--- src/rtl/apb_register_bank.sv ---
// APB register bank: control/status, configuration registers and a
// write-only pixel window that forwards pixels to external memory.
module apb_register_bank #(
  parameter int Amba_Addr_Depth = 10,
  parameter int Amba_Word       = 16,
  parameter int Data_Depth      = 8
) (
  input  logic                         clk,
  input  logic                         rst,
  input  logic                         PSEL,
  input  logic                         PENABLE,
  input  logic                         PWRITE,
  input  logic [Amba_Addr_Depth-1:0]   PADDR,
  input  logic [Amba_Word-1:0]         PWDATA,
  output logic [Amba_Word-1:0]         PRDATA,
  output logic                         PREADY,
  output logic                         PSLVERR,
  input  logic                         Image_Done,
  output logic                         start,
  output logic                         busy,
  output logic [Amba_Word-1:0]         white_pixel,
  output logic [Amba_Word-1:0]         np,
  output logic [Amba_Word-1:0]         nw,
  output logic [6*Amba_Word-1:0]       params,
  output logic                         mem_we,
  output logic [Amba_Addr_Depth-1:0]   mem_addr,
  output logic [Data_Depth-1:0]        mem_wdata
);

  localparam logic [Amba_Addr_Depth-1:0] PIX_BASE = Amba_Addr_Depth'(10);

  typedef enum logic {IDLE, RUN} state_t;

  state_t               state, state_nxt;
  logic                 done;
  logic [Amba_Word-1:0] cfg [1:9];

  logic wr, is_ctrl, is_cfg, is_pix;
  logic start_req, start_ok, start_rej;

  assign wr      = PSEL & PENABLE & PWRITE;
  assign is_ctrl = (PADDR == '0);
  assign is_cfg  = !is_ctrl && (PADDR < PIX_BASE);
  assign is_pix  = (PADDR >= PIX_BASE);

  // Image_Done in the same cycle frees the datapath, so a start request
  // is judged against busy already cleared; config/pixel protection is not.
  assign start_req = wr & is_ctrl & PWDATA[0];
  assign start_ok  = start_req & (~busy | Image_Done);
  assign start_rej = start_req & busy & ~Image_Done;

  assign busy    = (state == RUN);
  assign PREADY  = 1'b1;
  assign PSLVERR = start_rej | (wr & busy & (is_cfg | is_pix));

  assign white_pixel = cfg[1];
  assign np          = cfg[2];
  assign nw          = cfg[3];
  always_comb begin
    params = '0;
    for (int unsigned i = 0; i < 6; i++)
      params[i*Amba_Word +: Amba_Word] = cfg[4+i];
  end

  // Status FSM state register
  always_ff @(posedge clk or negedge rst) begin
    if (!rst) state <= IDLE;
    else      state <= state_nxt;
  end

  // Status FSM next state: completion first, then a new start
  always_comb begin
    state_nxt = state;
    if (state == RUN && Image_Done) state_nxt = IDLE;
    if (start_ok)                   state_nxt = RUN;
  end

  // Start pulse, sticky done flag and pixel forwarding
  always_ff @(posedge clk or negedge rst) begin
    if (!rst) begin
      start     <= 1'b0;
      done      <= 1'b0;
      mem_we    <= 1'b0;
      mem_addr  <= '0;
      mem_wdata <= '0;
    end else begin
      start  <= start_ok;
      mem_we <= wr & is_pix & ~busy;
      if (wr && is_pix && !busy) begin
        mem_addr  <= PADDR - PIX_BASE;
        mem_wdata <= PWDATA[Data_Depth-1:0];
      end
      if (wr && is_ctrl)  done <= 1'b0;
      else if (Image_Done) done <= 1'b1;
    end
  end

  // Configuration registers, write-protected while busy
  always_ff @(posedge clk or negedge rst) begin
    if (!rst) begin
      for (int unsigned i = 1; i <= 9; i++) cfg[i] <= '0;
    end else if (wr && is_cfg && !busy) begin
      for (int unsigned i = 1; i <= 9; i++)
        if (PADDR == Amba_Addr_Depth'(i)) cfg[i] <= PWDATA;
    end
  end

  // Combinational read mux; pixel window and start bit read as zero
  always_comb begin
    PRDATA = '0;
    if (PSEL && !PWRITE) begin
      if (is_ctrl) begin
        PRDATA[1] = busy;
        PRDATA[2] = done;
      end else if (is_cfg) begin
        for (int unsigned i = 1; i <= 9; i++)
          if (PADDR == Amba_Addr_Depth'(i)) PRDATA = cfg[i];
      end
    end
  end

endmodule

--- config.mk ---
export PLATFORM = sky130hd
export DESIGN_NAME = apb_register_bank
export DESIGN_NICKNAME = d
export VERILOG_FILES = /design/src/rtl/apb_register_bank.sv
export SDC_FILE = /design/constraint.sdc
export NUM_CORES = 1
export LEC_CHECK = 0
export ABC_CLOCK_PERIOD_IN_PS = 2550
export CORE_UTILIZATION = 45
export DETAILED_ROUTE_END_ITERATION = 8
export GPL_TIMING_DRIVEN = 0
export PLACE_DENSITY_LB_ADDON = 0.25
export SLEW_MARGIN = 5
export SYNTH_ARGS = -nofsm -noshare
export SYNTH_HDL_FRONTEND = slang
export SYNTH_SLANG_ARGS = --single-unit
--- constraint.sdc ---
create_clock -name clk -period 2.55 [get_ports clk]
set_input_delay 0.51 -clock clk [delete_from_list [all_inputs] [get_ports clk]]
set_output_delay 0.51 -clock clk [all_outputs]
set_load 0.01 [all_outputs]
==> run_results.csv <==
group,metric,value,unit
status,status,"complete, but fails checks",
status,violations,"negative setup slack",
setup_path,cp.required,2.04,ns
floorplanning,dieArea,18480,µm²
cts,cts_hold_buf,0,
grt,grt_max_degree,86,
cts,cts_tree,"built",
detailed_routing,drt_pass1_iterations,5,
finish,antennaDiodeCount,0,
finish,stdcell_count,1185,
setup_path,crit_path_start_kind,"input pin",
detailed_routing,postRouteAntennaNets,0,
cts,cts.sink_count,166,
sta,hold_viol,0,
floorplanning,io_pins,215,
finish,postLayoutCoreUtil,67.92,%
setup_path,cp_data_arrival_time,2.24,ns
cts,clk_path_buf_depth,2,
detailed_routing,via_count,6994,
sta,worst_slew_pin_slew,0.7120,ns
sta,holdWs,0.06532,ns
synth,yosysUniqueCellTypes,50,
placement,portBuffers,203,
synth,netlist_area,8074,µm²
sta,fmax,363.5,MHz
synth,ys_seq_area_share,51.45,%
floorplanning,die_y,136.0,µm
grt,grtUsageTotal,31.26,%
sta,rsz0062_at_grt,"yes",
sta,finClkSkew,0.007206,ns
sta,maxSlewViolCount,0,
synth,synth_ff_type,"dfrtp_1",
synth,syn_avg_cell_area,11.62,µm²
setup_path,cp_common_cell,"buf_6",
finish,finalNetCount,980,
floorplanning,core,17420,µm²
finish,syn_to_final_growth,46.52,%
cts,cts.root.buffer_cell,"clkbuf_16",
grt,grt_pass1_wl,41680,µm
setup_path,reg2reg_slack,0.29,ns
power,ir_worst_vdd,0.4880,mV
synth,synthCells,695,
grt,grt_pass1_vias,6953,
sta,relSlewSlack,52.53,%
detailed_routing,via_per_inst,5.902,
synth,synth_edf_count,0,
floorplanning,die_x,136.0,µm
synth,synth_seq_cells,166,
sta,setup_violations,30,
placement,dp_hpwl,18740,µm
power,power.density,492.7,nW/µm²
synth,yosys_warnings,0,
grt,grt_overflow,0,
detailed_routing,first_iter_violations,566,
sta,setup_slack,-0.2011,ns
placement,dp_slack,-1.713,ns
grt,antenna_found_initial,0,
sta,fin_crit_sh,107.9,%
detailed_routing,wire_per_inst,23.86,µm
cts,clk_latency,0.43,ns
detailed_routing,wirelength,28270,µm
cts,htree_num_levels,4,
setup_path,crit_path_end_kind,"output port",
run,maxCapViolCount,0,
synth,synth_nets,728,
sta,min_period,2.751,ns
placement,dp.cells,1124,
setup_path,crit_fanout,3,
power,leakagePower,5.310,nW
setup_path,path_class,"in2out",
cts,clk_pin_slew,0.06,ns
floorplanning,initial_core_util,46.36,%
floorplanning,fp-row-count,48,
detailed_routing,drc,0,
setup_path,critPathMaxStageDelay,0.36,ns
min_path,worstHoldPathType,"in2async",
finish,drive_gt1_share,34.38,%
setup_path,reg2reg_depth,6,
setup_path,crit_path_cell_trace,"buf_8 -> nor4_4 -> and2_4 -> nand4_1 -> buf_6 -> buf_6 -> a311o_1 -> a41oi_2 -> buf_2",
synth,synthArstFlopShare,100.0,%
placement,place.gp.congestion,0.9054,
setup_path,crit_path_top_delay_cell,"nor4_4",
cts,cts-buffers-inserted,17,
finish,fillerInstances,1309,
[worst paths after layout]
check / startpoint / to
setup reg to reg: busy / np[9]
max in group asynchronous: rst / params[16]
hold reg to reg: mem_wdata[4] / mem_wdata[4]
min in group clk: PADDR[6] / mem_addr[6]
setup / recovery: PADDR[8] / PRDATA[13]
hold / removal: rst / params[3]
[through the flow]
stage / total power [mW] / setup TNS [ns] / area [µm²]
3_5_place_dp: 3.353 / -144.72 / 10430
5_1_grt: 5.999 / -2.175 / 11830
2_1_floorplan: 3.019 / 0 / 8084
3_3_place_gp: 3.341 / -1109.02 / 10400
4_1_cts: 5.825 / -1.716 / 11640
6_report: 5.829 / -2.249 / 11830
[placed cells by master (no fill, tap or decap), types with 14 or more instances in the layout]
master,Yosys,layout
a21oi_1,35,33
o21ai_0,30,20
mux2_4,30,30
buf_2,12,19
buf_6,4,16
nor2_1,36,32
clkdlybuf4s50_1,0,175
dfrtp_1,166,166
buf_4,2,30
o22ai_1,15,14
clkbuf_16,0,21
mux2_2,117,117
nand2_1,70,60
mux2i_1,15,15
[repair_timing]
action / in CTS / in global routing
pin swaps: 19 / 16
endpoints found under the setup margin: 155 / 54
gates cloned: 4 / 0
buffers inserted: 20 / 9
resized for setup: 225 / 50
endpoints found under the hold margin: 0 / 0
[power by group]
group / total [mW] / switching [mW] / leakage [nW] / internal [mW]
registers: 2.73 / 0.0353 / 2.28 / 2.69
logic: 0.676 / 0.386 / 2.75 / 0.291
clock network: 2.42 / 1.07 / 0.274 / 1.36
[sequential cells by signal, indices dropped and copies added, names as in the netlist]
name / count
white_pixel: 16
nw: 16
start: 1
mem_addr: 10
mem_we: 1
busy: 1
params: 96
mem_wdata: 8
done: 1
np: 16
[Yosys cell counts, types with 3 or more instances]
cell type,count,share of area [%]
buf_6,4,0.56
mux2_2,117,16
nand2b_1,9,0.70
nand3_1,11,0.68
buf_2,12,0.74
a41oi_1,3,0.33
nand2_1,70,3.3
nor4b_4,3,0.88
clkbuf_1,24,1.1
nor2_1,36,1.7
o21ai_0,30,1.9
buf_1,7,0.33
a21oi_1,35,2.2
nor2_2,3,0.23
dfrtp_1,166,51
nand4_1,5,0.39
and3_1,3,0.23
a211oi_1,3,0.28
o22ai_1,15,1.2
o21a_1,3,0.28
nor3_1,18,1.1
mux2i_1,15,1.9
inv_1,15,0.70
xnor2_1,5,0.54
nor2b_1,6,0.46
o32ai_1,8,0.87
and2_1,4,0.31
o32a_1,3,0.37
a221oi_1,8,0.87
mux2_4,30,5.6
[metal layers]
layer	global-route usage [%]	share of wire (%)	up-vias	wire, µm
met3	7.345	8.9	87	2507
met5	0	0	-	0
met1	40.47	41	3509	11580
li1	-	-	3001	-
met4	14.57	3.7	0	1043
met2	49.55	46	397	13150
[area by class of cell]
type,count,area (µm²),share of cell area (%)
well taps,225,281.5,2.380
multi-input cells,464,4004,33.84
inverters,16,76.32,0.6452
clock buffers,23,488.0,4.125
repair buffers,236,2293,19.39
clock inverters,9,70.07,0.5923
plain buffers,46,462.9,3.913
flip-flops and latches,166,4154,35.11
[cell families after synthesis]
family	count (synthesis)	share of synthesized area, %
DFF	166	51.45
AOI/OAI and AO/OA	117	9.128
buffers and inverters	65	3.673
xor gates and xnor gates	7	0.7594
and+or+nand+nor	176	11.03
other	1	0.04645
adders and majority gates	1	0.1549
muxes	162	23.76
[critical path, delay by kind of cell]
kind	cells	cell delay, ns
AO/OA/AOI/OAI	2	0.46
buffers and inverters	4	0.56
AND/OR/NAND/NOR	3	0.71
Power figures use the tool's default switching activity.
